File: config.mk
export PLATFORM = sky130hd
export DESIGN_NAME = if_fetch_unit
export DESIGN_NICKNAME = d
export VERILOG_FILES = /design/src/rtl/cpu_pkg.sv /design/src/rtl/pc_redirect_sel.sv /design/src/rtl/if_fetch_unit.sv
export SDC_FILE = /design/constraint.sdc
export NUM_CORES = 1
export LEC_CHECK = 0
export CORE_MARGIN = 2
export CORE_UTILIZATION = 47
export CTS_CLUSTER_DIAMETER = 50
export DETAILED_ROUTE_END_ITERATION = 10
export HOLD_SLACK_MARGIN = 0.03
export PLACE_DENSITY = 0.88
export SYNTH_ARGS = -nofsm -noshare
export SYNTH_HDL_FRONTEND = slang
export SYNTH_SLANG_ARGS = --single-unit
File: constraint.sdc
create_clock -name clk -period 2.92 [get_ports clk]
set_input_delay 0.73 -clock clk [delete_from_list [all_inputs] [get_ports clk]]
set_output_delay 0.73 -clock clk [all_outputs]
set_load 0.01 [all_outputs]
File: src/rtl/cpu_pkg.sv
// Shared fetch-stage types: FSM states, reset vector and redirect source encoding.
// The redirect priority order is fixed here so the selector and its users agree.
package cpu_pkg;

    typedef enum logic [1:0] {
        S_REQ  = 2'd0,
        S_WAIT = 2'd1,
        S_HOLD = 2'd2
    } fetch_state_t;

    localparam logic [31:0] RESET_PC_DEFAULT = 32'hBFC0_0000;

    typedef enum logic [2:0] {
        REDIR_NONE   = 3'd0,
        REDIR_BRANCH = 3'd1,
        REDIR_JUMP   = 3'd2,
        REDIR_JREG   = 3'd3,
        REDIR_EPC    = 3'd4
    } redir_src_t;

    // eret outranks jr/jalr, which outranks j/jal, which outranks a taken branch
    function automatic redir_src_t redir_pick(
        input logic epc_sel,
        input logic jump_reg,
        input logic jump,
        input logic branch_taken
    );
        if (epc_sel)           return REDIR_EPC;
        else if (jump_reg)     return REDIR_JREG;
        else if (jump)         return REDIR_JUMP;
        else if (branch_taken) return REDIR_BRANCH;
        else                   return REDIR_NONE;
    endfunction

endpackage

File: src/rtl/pc_redirect_sel.sv
// Priority mux over the decode-stage redirect requests; produces one target.
module pc_redirect_sel
    import cpu_pkg::*;
(
    input  logic        EPC_sel,
    input  logic        JumpReg,
    input  logic        Jump,
    input  logic        branch_taken,
    input  logic [31:0] branch_addr,
    input  logic [31:0] jump_addr,
    input  logic [31:0] PCSrc_reg,
    input  logic [31:0] EPC,
    output logic        redirect_valid,
    output logic [31:0] redirect_target
);

    redir_src_t src;

    always_comb begin
        src             = redir_pick(EPC_sel, JumpReg, Jump, branch_taken);
        redirect_valid  = (src != REDIR_NONE);
        redirect_target = '0;
        case (src)
            REDIR_EPC:    redirect_target = EPC;
            REDIR_JREG:   redirect_target = PCSrc_reg;
            REDIR_JUMP:   redirect_target = jump_addr;
            REDIR_BRANCH: redirect_target = branch_addr;
            default:      redirect_target = '0;
        endcase
    end

endmodule

File: src/rtl/if_fetch_unit.sv
// Instruction fetch stage: PC owner, single-outstanding SRAM requester, hold buffer.
// Define IF_ADEL_CHECK_EN to raise adelF on misaligned fetch addresses instead of masking them.
module if_fetch_unit
    import cpu_pkg::*;
#(
    parameter logic [31:0] RESET_PC = RESET_PC_DEFAULT
) (
    input  logic        clk,
    input  logic        rst,
    input  logic        StallF,
    input  logic        branch_taken,
    input  logic        Jump,
    input  logic        JumpReg,
    input  logic        EPC_sel,
    input  logic [31:0] branch_addr,
    input  logic [31:0] jump_addr,
    input  logic [31:0] PCSrc_reg,
    input  logic [31:0] EPC,
    output logic        inst_req,
    output logic [31:0] inst_addr,
    input  logic        inst_addr_ok,
    input  logic        inst_data_ok,
    input  logic [31:0] inst_rdata,
    output logic [31:0] instrF,
    output logic [31:0] pc_plus_4F,
    output logic        validF,
    output logic        adelF
);

    fetch_state_t state, state_next;

    logic [31:0] fetch_pc;
    logic [31:0] req_pc;
    logic [31:0] hold_instr;
    logic        hold_valid;
    logic        discard;

    logic        sel_valid;
    logic [31:0] sel_target;
    logic        redirect;
    logic        addr_hs;
    logic        take_resp;
    logic        deliver_now;
    logic        to_hold;
    logic        release_hold;
    logic        pc_misaligned;
    logic        adel_fire;

    pc_redirect_sel u_redirect_sel (
        .EPC_sel         (EPC_sel),
        .JumpReg         (JumpReg),
        .Jump            (Jump),
        .branch_taken    (branch_taken),
        .branch_addr     (branch_addr),
        .jump_addr       (jump_addr),
        .PCSrc_reg       (PCSrc_reg),
        .EPC             (EPC),
        .redirect_valid  (sel_valid),
        .redirect_target (sel_target)
    );

    // A stalled stage must not lose its place, so redirects only land when StallF is low
    assign redirect     = sel_valid & ~StallF;
    assign addr_hs      = inst_req & inst_addr_ok;
    assign take_resp    = (state == S_WAIT) & inst_data_ok & ~discard & ~redirect;
    assign deliver_now  = take_resp & ~StallF;
    assign to_hold      = take_resp & StallF;
    assign release_hold = hold_valid & ~StallF & ~redirect;

`ifdef IF_ADEL_CHECK_EN
    logic adel_done;

    assign pc_misaligned = (fetch_pc[1:0] != 2'b00);
    assign adel_fire     = (state == S_REQ) & pc_misaligned & ~adel_done & ~StallF & ~redirect;

    // After reporting the error once the stage parks until decode redirects it
    always_ff @(posedge clk or negedge rst) begin
        if (!rst) begin
            adel_done <= 1'b0;
        end else if (redirect) begin
            adel_done <= 1'b0;
        end else if (adel_fire) begin
            adel_done <= 1'b1;
        end
    end
`else
    assign pc_misaligned = 1'b0;
    assign adel_fire     = 1'b0;
`endif

    always_ff @(posedge clk or negedge rst) begin
        if (!rst) begin
            state <= S_REQ;
        end else begin
            state <= state_next;
        end
    end

    always_comb begin
        state_next = state;
        case (state)
            S_REQ: begin
                if (addr_hs) state_next = S_WAIT;
            end
            S_WAIT: begin
                if (inst_data_ok) state_next = to_hold ? S_HOLD : S_REQ;
            end
            S_HOLD: begin
                if (!StallF) state_next = S_REQ;
            end
            default: state_next = S_REQ;
        endcase
    end

    // Gating with rst keeps the request low while reset is held
    always_comb begin
        inst_req = rst & (state == S_REQ) & ~pc_misaligned;
`ifdef IF_ADEL_CHECK_EN
        inst_addr = fetch_pc;
`else
        inst_addr = {fetch_pc[31:2], 2'b00};
`endif
    end

    always_ff @(posedge clk or negedge rst) begin
        if (!rst) begin
            fetch_pc   <= RESET_PC;
            req_pc     <= '0;
            discard    <= 1'b0;
            hold_valid <= 1'b0;
            hold_instr <= '0;
        end else begin
            if (redirect) begin
                fetch_pc <= sel_target;
            end else if (addr_hs) begin
                fetch_pc <= fetch_pc + 32'd4;
            end

            if (addr_hs) begin
                req_pc <= fetch_pc;
            end

            // A redirect while a response is owed marks it for dropping on arrival
            if (state == S_WAIT) begin
                if (inst_data_ok) begin
                    discard <= 1'b0;
                end else if (redirect) begin
                    discard <= 1'b1;
                end
            end else if (addr_hs && redirect) begin
                discard <= 1'b1;
            end

            if (to_hold) begin
                hold_valid <= 1'b1;
                hold_instr <= inst_rdata;
            end else if (hold_valid && !StallF) begin
                hold_valid <= 1'b0;
            end
        end
    end

    always_ff @(posedge clk or negedge rst) begin
        if (!rst) begin
            instrF     <= '0;
            pc_plus_4F <= '0;
            validF     <= 1'b0;
            adelF      <= 1'b0;
        end else if (!StallF) begin
            validF <= 1'b0;
            adelF  <= 1'b0;
            if (deliver_now) begin
                instrF     <= inst_rdata;
                pc_plus_4F <= req_pc + 32'd4;
                validF     <= 1'b1;
            end else if (release_hold) begin
                instrF     <= hold_instr;
                pc_plus_4F <= req_pc + 32'd4;
                validF     <= 1'b1;
            end else if (adel_fire) begin
                instrF     <= '0;
                pc_plus_4F <= fetch_pc + 32'd4;
                validF     <= 1'b1;
                adelF      <= 1'b1;
            end
        end
    end

endmodule

# Word-level counts from Yosys, hierarchy flattened
# Index checks and enable logic that the tools add are counted.
[word_totals]
reg_bits = 165
latchBits = 0
ramBits = 0
rom_bits = 0
in_bits = 169
mem_count = 0
[classes]
add_sub_neg = 2
n_mul = 0
div_mod_pow = 0
n_lt_le_gt_ge = 0
n_eq_ne = 10
shift = 0
mux = 24
n_bitwise = 13
reduce_logical = 12
[op_table]
columns = ["cell", "n"]
rows = [
  ["32-bit 2-to-1 mux", 6],
  ["32-bit one-hot mux with 4 select lines", 1],
  ["32-bit by 3-bit adder with 32-bit output, second input constant", 2],
  ["1-bit bitwise AND", 10],
  ["1-bit 2-to-1 mux", 9],
  ["3-bit 2-to-1 mux", 3],
  ["2-bit 2-to-1 mux", 4],
  ["2-bit nonzero test", 4],
  ["3-bit by 2-bit equality test with 1-bit output, second input constant", 2],
  ["2-bit != test, second input constant", 3],
  ["2-bit one-hot mux with 3 select lines", 1],
  ["2-bit AND reduction", 2],
  ["3-bit by 1-bit equality test with 1-bit output, second input constant", 1],
  ["3-bit equality test, second input constant", 1],
  ["3-bit != test, second input constant", 1],
  ["1-bit inverter", 3],
  ["3-bit AND reduction", 1],
  ["3-bit nonzero test", 1],
  ["2-bit by 1-bit equality test with 1-bit output, second input constant", 1],
  ["2-bit equality test, second input constant", 1],
  ["1-bit logical AND", 2],
  ["2-bit logical NOT", 1],
  ["1-bit logical NOT", 1],
]

# Longest topological paths before layout
# Gate-level depths: netlist of run 1.
[depth]
ltp_word = 12
mapped_depth = 7
ltp_nobuf = 5

# Modules after synthesis
# Synthesis of run 1 repeated with hierarchy kept, for this count alone.
[unflattened]
hier_cells = 933
hier_area_um2 = 8805.9
[by_module_without_submodules]
columns = ["mod", "instances", "cells_per_inst", "area_each_um2"]
rows = [
  ["if_fetch_unit", 1, 779, 7749.9],
  ["pc_redirect_sel", 1, 154, 1056.0],
]

# Least setup slack after synthesis of run 1
# OpenSTA, ideal clock, no wires.
[synth_path]
kind = "in2reg"
from = "input port inst_data_ok"
to = "register pc_plus_4F[23]"
t_arrival_ps = 2217
t_required_ps = 2788
setup_slack_ps = 572
cell_stages = 6
path_cell_list = "or4bb_1 > clkbuf_1 > a211oi_2 > buf_2 > buf_2 > a31oi_1"
[synth_between]
elab_chain_cells = 6
[synth_rtl]
columns = ["element", "line", "source"]
rows = [
  ["start, declared", "if_fetch_unit.sv:22", "input logic inst_data_ok,"],
  ["1-bit bitwise AND * (3 in series)", "if_fetch_unit.sv:65", "assign take_resp = (state == S_WAIT) & inst_data_ok & ~discard & ~redirect;"],
  ["1-bit bitwise AND *", "if_fetch_unit.sv:66", "assign deliver_now = take_resp & ~StallF;"],
  ["2-bit nonzero test (no line)", "--", ""],
  ["2-bit AND reduction (no line)", "--", ""],
  ["end signal, assigned", "if_fetch_unit.sv:174", "pc_plus_4F <= req_pc + 32'd4;"],
  ["end signal, assigned", "if_fetch_unit.sv:178", "pc_plus_4F <= req_pc + 32'd4;"],
  ["end signal, assigned", "if_fetch_unit.sv:182", "pc_plus_4F <= fetch_pc + 32'd4;"],
  ["end, declared", "if_fetch_unit.sv:25", "output logic [31:0] pc_plus_4F,"],
]
# Mark *: on every way between the ends. The rest lies on a longest branch, timed or not.
# A chain may end at the register's enable or synchronous reset.

# Worst setup path after layout of run 1
[layout_path]
from = "register state[1]"
to = "output port inst_req"
[layout_between]
elab_chain_cells = 2
[layout_rtl]
columns = ["element", "line", "source"]
rows = [
  ["start, declared", "if_fetch_unit.sv:30", "fetch_state_t state, state_next;"],
  ["start signal, assigned", "if_fetch_unit.sv:95", "state <= state_next;"],
  ["2-bit logical NOT", "if_fetch_unit.sv:117", "inst_req = rst & (state == S_REQ) & ~pc_misaligned;"],
  ["1-bit bitwise AND", "if_fetch_unit.sv:117", ""],
  ["end, declared", "if_fetch_unit.sv:19", "output logic inst_req,"],
]
# Every way passes these cells.

==> results by group, run 1 <==
Outcome
  – Result of the run: finished, final reports clean

Cells and area
  – Share of final-layout standard cells stronger than drive strength 1: 9.562%
  – Final Cell Area: 0.01182 mm^2
  – Fill cells: 1344
  – Number of antenna diodes: 0
  – Synth-to-Final Area Change: 38.31%
  – Count of non-filler cells in the finished layout: 1348
  – Final layout net count: 1278

Global route
  – Number of global-route vias before repair: 7753
  – All-layer global routing usage: 25.75%
  – Total grt overflow: 0
  – Number of antenna violations at the first check in global routing: 0
  – First-pass GRT wire length: 40.19 mm
  – Largest net degree at the start of global routing: 85

Setup path
  – Data arrival, critical path: 1.73 ns
  – Crit path launch type: flip-flop
  – Cell depth of the worst flop-to-flop path: 5
  – Buffers & Inverters on Critical Path: 1
  – Critical path data required time: 2.19 ns
  – Worst Setup Path Type: reg2out
  – Crit path max fanout: 8
  – CP Cell Sequence: nor3b_1 > clkdlybuf4s50_1
  – Largest stage delay on the critical path: 0.60 ns
  – Worst flop-to-flop path startpoint: fetch_pc[2]$_DFFE_PN0P_
  – Slowest stage cell, crit path: sky130_fd_sc_hd__clkdlybuf4s50_1
  – Setup crit end: inst_req
  – CP endpoint kind: output port
  – Worst setup path start: state[1]$_DFFE_PN0P_
  – Worst setup slack for register-to-register paths: 0.57 ns
  – Top cell family by delay on the critical path: buffers and inverters
  – Levels on crit path: 2
  – R2r endpoint: fetch_pc[26]$_DFFE_PN1P_

Clocking
  – Clock net sink count: 165
  – Inserted Clock Buffers: 17
  – Maximum level of the CTS H-tree: 4
  – Worst-Skew Late Latency: 0.43 ns
  – Hold-fix buffer count after cts: 0
  – Post-cts repair resize count: 0
  – Total setup buffers inserted after CTS: 0
  – CTS tree: yes
  – CTS max path bufs: 2
  – Root buffer cell: sky130_fd_sc_hd__clkbuf_16
  – Clock input transition at the sequential cells of the worst setup and hold paths: 0.06 ns

Die
  – Core Rows: 49
  – Die Area: 0.01928 mm^2
  – Core outline area: 0.01790 mm^2
  – Initial cell density of the core: 47.75%
  – Horizontal die dimension: 138.9 um
  – Number of primary I/O pins: 268
  – Die Y: 138.9 um

Pwr
  – Lkg Pwr: 4.709 nW
  – Areal power density over the cells: 669.1 mW/mm^2
  – Peak VDD IR: 477.4 uV

Timing
  – Maximum clock rate: 405.9 MHz
  – Final Hold Fails: 0
  – Number of max-slew violations in the final report: 0
  – Least-Margin Pin Slew: 1.043 ns
  – Part of the cycle the worst path needs: 84.37%
  – Clock tree skew after final layout: 0.009278 ns
  – Number of setup violations in the final report: 0
  – Worst slew margin relative to its limit: 30.47%
  – Post-layout min period: 2.464 ns
  – Unrepaired setup endpoints after global routing: no
  – Total Negative Setup Slacks: 0 ns

Yosys
  – Dominant cells by area after synthesis: sky130_fd_sc_hd__dfrtp_1 46%, sky130_fd_sc_hd__nand2_1 5.6%, sky130_fd_sc_hd__a22oi_1 4.2%
  – Number of distinct standard cells referenced by the synthesized netlist: 49
  – Count of yosys warnings during synthesis: 0
  – Synth async-reset ratio: 100.0%
  – Number of enable-type register cells in the synthesized netlist: 0
  – Share of synthesized area occupied by flip-flops and latches: 48.43%
  – Most frequent cell after synthesis: sky130_fd_sc_hd__dfrtp_1
  – Biggest area consumer among synthesized cells: sky130_fd_sc_hd__dfrtp_1
  – Number of flip-flops and latches in the synthesized netlist: 165
  – Synth Cell Area: 0.008548 mm^2
  – Per-instance average area after synthesis: 9.530 um^2
  – Top FF cell, synth: sky130_fd_sc_hd__dfrtp_1
  – Synth cell count leaders: 156 x sky130_fd_sc_hd__dfrtp_1, 127 x sky130_fd_sc_hd__nand2_1, 54 x sky130_fd_sc_hd__nor2_1
  – Share of Yosys cell area claimed by the top area cell type: 45.67%
  – Cells after Synth: 897

Flow run
  – Max cap viols: 0

Placed design
  – Area of placed instances: 0.01127 mm^2
  – Routability cong.: 0.9003
  – Number of buffer cells added on primary ports: 264
  – Half-perimeter wire length after detailed placement: 18.25 mm
  – # placed instances: 1317

Worst hold path
  – Type of the worst min-delay path: reg2reg

Detailed routing
  – Detail-routed net length per standard cell: 18.48 um
  – Antenna-violating nets left: 0
  – Detailed-route DRC error count: 0
  – Post-DR vias/cell: 5.894
  – 1st-pass router iterations: 5
  – Total vias in the final route: 7945
  – Total detailed-routing wirelength: 24.91 mm
  – Initial DRC Count: 613
==> worst min path at each step <==
| stage | start | end | slack, ns | cells after the start |
|---|---|---|---|---|
| global route | pc_plus_4F[14]$_DFFE_PN0P_ | pc_plus_4F[14]$_DFFE_PN0P_ | 0.50 | 2 |
| finish | pc_plus_4F[14]$_DFFE_PN0P_ | pc_plus_4F[14]$_DFFE_PN0P_ | 0.48 | 2 |
| global placement | fetch_pc[1]$_DFFE_PN0P_ | req_pc[1]$_DFFE_PN0P_ | 0.46 | 2 |
| CTS | pc_plus_4F[9]$_DFFE_PN0P_ | pc_plus_4F[9]$_DFFE_PN0P_ | 0.48 | 2 |
| floorplan | rst | discard$_DFFE_PN0P_ | 0.43 | 0 |
| detailed placement | fetch_pc[1]$_DFFE_PN0P_ | req_pc[1]$_DFFE_PN0P_ | 0.46 | 2 |
==> sequential cells by signal, indices dropped and copies added, names as in the netlist <==
name        flops
fetch_pc       32
hold_instr     32
hold_valid      1
discard         1
state           2
req_pc         32
instrF         32
pc_plus_4F     32
validF          1
==> where the power goes <==
part | leakage, nW | internal [mW] | switching (mW)
sequential | 2.06 | 2.96 | 0.568
clock | 0.262 | 1.19 | 0.914
combinational | 2.39 | 1.30 | 0.970
total | 4.71 | 5.46 | 2.45
==> final cells by class <==
cell class                 instances  area (um^2)  area share, %
multi-input combinational        621         3884          32.85
clock buffer                      20        446.7          3.778
timing repair buffer             288         2907          24.58
sequential                       165         4140          35.02
tap                              229        286.5          2.424
clock inverter                    11        106.4         0.8996
inverter                          14        52.55         0.4445
==> placed cells by master (no fill, tap or decap), types with 17 or more instances in the layout <==
| cell | instances |
|---|---|
| sky130_fd_sc_hd__a21oi_1 | 35 |
| sky130_fd_sc_hd__a22oi_1 | 48 |
| sky130_fd_sc_hd__a31oi_1 | 26 |
| sky130_fd_sc_hd__buf_4 | 17 |
| sky130_fd_sc_hd__clkbuf_16 | 17 |
| sky130_fd_sc_hd__clkdlybuf4s50_1 | 262 |
| sky130_fd_sc_hd__dfrtp_1 | 156 |
| sky130_fd_sc_hd__mux2_2 | 32 |
| sky130_fd_sc_hd__nand2_1 | 127 |
| sky130_fd_sc_hd__nand3_1 | 20 |
| sky130_fd_sc_hd__nor2_1 | 52 |
| sky130_fd_sc_hd__nor4_1 | 17 |
| sky130_fd_sc_hd__o211ai_1 | 23 |
| sky130_fd_sc_hd__o21ai_0 | 34 |
| sky130_fd_sc_hd__o22ai_1 | 32 |
| sky130_fd_sc_hd__o31a_1 | 21 |
| sky130_fd_sc_hd__or4_1 | 21 |
==> per-stage QoR <==
stage	worst slack, ns	hold slack, ns	power [mW]	utilization, %
floorplan	0.5715	0.4344	4.585	-
global placement	0.1084	0.4551	5.693	62.95
detailed placement	0.03461	0.4618	5.825	62.95
CTS	0.4184	0.4842	7.934	66.04
global route	0.3861	0.5026	8.336	66.04
finish	0.4564	0.4764	7.910	66.04
==> cell families (layout without fill, tap and decap cells) <==
| family | after synthesis | after routing | synth area share (%) |
|---|---|---|---|
| adders and majority gates | 2 | 2 | 0.2927 |
| and+or+nand+nor | 297 | 297 | 17.04 |
| xor gates and xnor gates | 19 | 19 | 1.947 |
| buffers and inverters | 113 | 333 | 6.645 |
| other | 1 | 3 | 0.04387 |
| AOI/OAI and AO/OA | 268 | 268 | 21.38 |
| muxes | 32 | 32 | 4.216 |
| DFF | 165 | 165 | 48.43 |
==> layer usage <==
layer	routed length, um	GRT usage, %
met2	12170	42.34
met5	0	0
met3	1565	5.249
met4	749	9.623
met1	10420	33.91
==> worst reg2reg max path, cell delays in order (launching register included) <==
cell and delay [ns]:
sky130_fd_sc_hd__dfrtp_1 0.48, sky130_fd_sc_hd__ha_1 0.29, sky130_fd_sc_hd__nand2_1 0.16, sky130_fd_sc_hd__or4_1 0.67
sky130_fd_sc_hd__or4_1 0.50, sky130_fd_sc_hd__a31oi_1 0.17
(Power assumes the default switching activity.)
==> run 2, diff against run 1 <==
Settings changed: CORE_UTILIZATION 47 to 43, PLACE_DENSITY 0.88 to 0.85.
Clock period 2.92 ns to 2.1 ns, I/O delays scaled along.
==> run 2 against run 1 <==
  * Sequential share of layout area is 2.0 points lower
  * Flip-flop and latch count did not move
  * Clock-buffer cell count fell by 3
  * First-iteration DRC count grew 29%
  * Power is 43% higher
  * Register-to-register slack got worse by 0.52 ns
  * Critical endpoint is now inst_addr[19]
  * Highest routed layer unchanged
==> results by group, run 2 (synthesized netlist as in run 1, its figures left out) <==
Outcome
  – Result of the run: finished, final reports clean

Timing
  – Maximum clock rate: 485.2 MHz
  – Number of max-slew violations in the final report: 0
  – Number of setup violations in the final report: 0
  – Post-layout min period: 2.061 ns
  – Final Hold Fails: 0
  – Least-Margin Pin Slew: 0.8554 ns
  – Part of the cycle the worst path needs: 98.14%
  – Hold slack: 0.1274 ns
  – Clock tree skew after final layout: 0.01085 ns
  – Worst slew margin relative to its limit: 42.97%

Die
  – Initial cell density of the core: 43.92%
  – Horizontal die dimension: 145.0 um
  – Number of primary I/O pins: 268
  – Core Rows: 51
  – Core outline area: 0.01946 mm^2
  – Die Y: 145.0 um
  – Die Area: 0.02102 mm^2

Setup path
  – Crit path launch type: flip-flop
  – CP Cell Sequence: buf_4 > clkdlybuf4s50_1
  – Critical path data required time: 1.57 ns
  – Slowest stage cell, crit path: sky130_fd_sc_hd__clkdlybuf4s50_1
  – Worst Setup Path Type: reg2out
  – Data arrival, critical path: 1.54 ns
  – Crit path max fanout: 7
  – Largest stage delay on the critical path: 0.59 ns
  – CP endpoint kind: output port

Placed design
  – Routability cong.: 0.8441
  – Area of placed instances: 0.01185 mm^2
  – Number of buffer cells added on primary ports: 264
  – Half-perimeter wire length after detailed placement: 19.02 mm

Clocking
  – Root buffer cell: sky130_fd_sc_hd__clkbuf_16
  – Inserted Clock Buffers: 17
  – Worst-Skew Late Latency: 0.43 ns
  – Hold-fix buffer count after cts: 0
  – CTS tree: yes
  – Maximum level of the CTS H-tree: 4
  – CTS max path bufs: 2
  – Clock input transition at the sequential cells of the worst setup and hold paths: 0.07 ns
  – Clock net sink count: 165

Global route
  – Total grt overflow: 0
  – Number of global-route vias before repair: 8265
  – First-pass GRT wire length: 42.16 mm
  – Largest net degree at the start of global routing: 71
  – Number of antenna violations at the first check in global routing: 1
  – All-layer global routing usage: 24.62%

Cells and area
  – Final Cell Area: 0.01257 mm^2
  – Share of final-layout standard cells stronger than drive strength 1: 15.72%
  – Most frequent standard cell in the layout excluding fill and tap cells: sky130_fd_sc_hd__clkdlybuf4s50_1
  – Layout Utilization: 64.57%
  – Synth-to-Final Area Change: 47.01%
  – Leading cell types in the layout, fill and taps excluded: 251 x sky130_fd_sc_hd__clkdlybuf4s50_1, 153 x sky130_fd_sc_hd__dfrtp_1, 127 x sky130_fd_sc_hd__nand2_1, 67 x sky130_fd_sc_hd__buf_4, 52 x sky130_fd_sc_hd__nor2_1
  – Final layout net count: 1341

Worst hold path
  – Type of the worst min-delay path: in2async

Detailed routing
  – Detail-routed net length per standard cell: 18.40 um
  – Post-DR vias/cell: 5.716
  – Total detailed-routing wirelength: 26.66 mm
  – Detailed-route DRC error count: 0
  – Antenna-violating nets left: 0
  – Total vias in the final route: 8282
  – 1st-pass router iterations: 7
  – Initial DRC Count: 788

Pwr
  – Peak VDD IR: 611.9 uV
  – Areal power density over the cells: 901.1 mW/mm^2
  – Lkg Pwr: 5.121 nW

Flow run
  – Max cap viols: 0
## run 2: final timing paths
check	slack (ns)	end	start	cells after the start
setup / recovery	0.04	inst_addr[19]	fetch_pc[19]$_DFFE_PN0P_	2
hold / removal	0.13	state[1]$_DFFE_PN0P_	rst	2
setup reg to reg	0.05	fetch_pc[20]$_DFFE_PN0P_	state[1]$_DFFE_PN0P_	6
hold reg to reg	0.48	validF$_DFFE_PN0N_	validF$_DFFE_PN0N_	2
max in group asynchronous	0.69	req_pc[2]$_DFFE_PN0P_	rst	3
min in group clk	0.48	validF$_DFFE_PN0N_	validF$_DFFE_PN0N_	2
## run 2: repair_timing
action	in CTS	in global routing
endpoints found under the setup margin	18	45
cloned	1	2
setup buffers	2	0
pin swaps	1	3
gates resized for setup	12	15
## run 2: power by group
group          leakage, nW  switching (mW)  internal [mW]
sequential            2.06           0.675           4.12
clock                0.287            1.44           1.59
combinational         2.78            1.54           1.96
## run 2: critical path: cells and delay by family, from the launching register on
kind,cells,cell delay [ns]
buf+inv,2,0.75
flops,1,0.36
## run 2: through the flow
step / setup WS, ns / total power [mW] / TNS [ns] / std cells
after floorplan: 0.02719 / 6.375 / 0 / 899
final: 0.03911 / 11.32 / 0 / 1449
after detailed placement: -0.5136 / 8.294 / -39.40 / 1411
after CTS: 0.003801 / 11.35 / 0 / 1446
after global placement: -0.4829 / 8.116 / -35.37 / 1411
after global routing: -0.008447 / 11.90 / -0.01745 / 1449
## run 2: per-layer routing
metal  wire length (um)  global-route usage [%]  part of all wire [%]
met1              11110                   31.70                    42
met2              12920                   40.38                    48
met3               1488                   4.403                   5.6
met4               1134                   11.68                   4.3
met5                  0                       0                     0
## run 2: area by class of cell
type	instances	area, um^2
Clock buffer	17	425.4
Multi-Input combinational cell	622	3939
Timing Repair Buffer	350	3516
Antenna cell	1	2.502
Fill cell	1515	6895
Clock inverter	15	156.4
Sequential cell	165	4144
Tap cell	265	331.6
Inverter	14	52.55
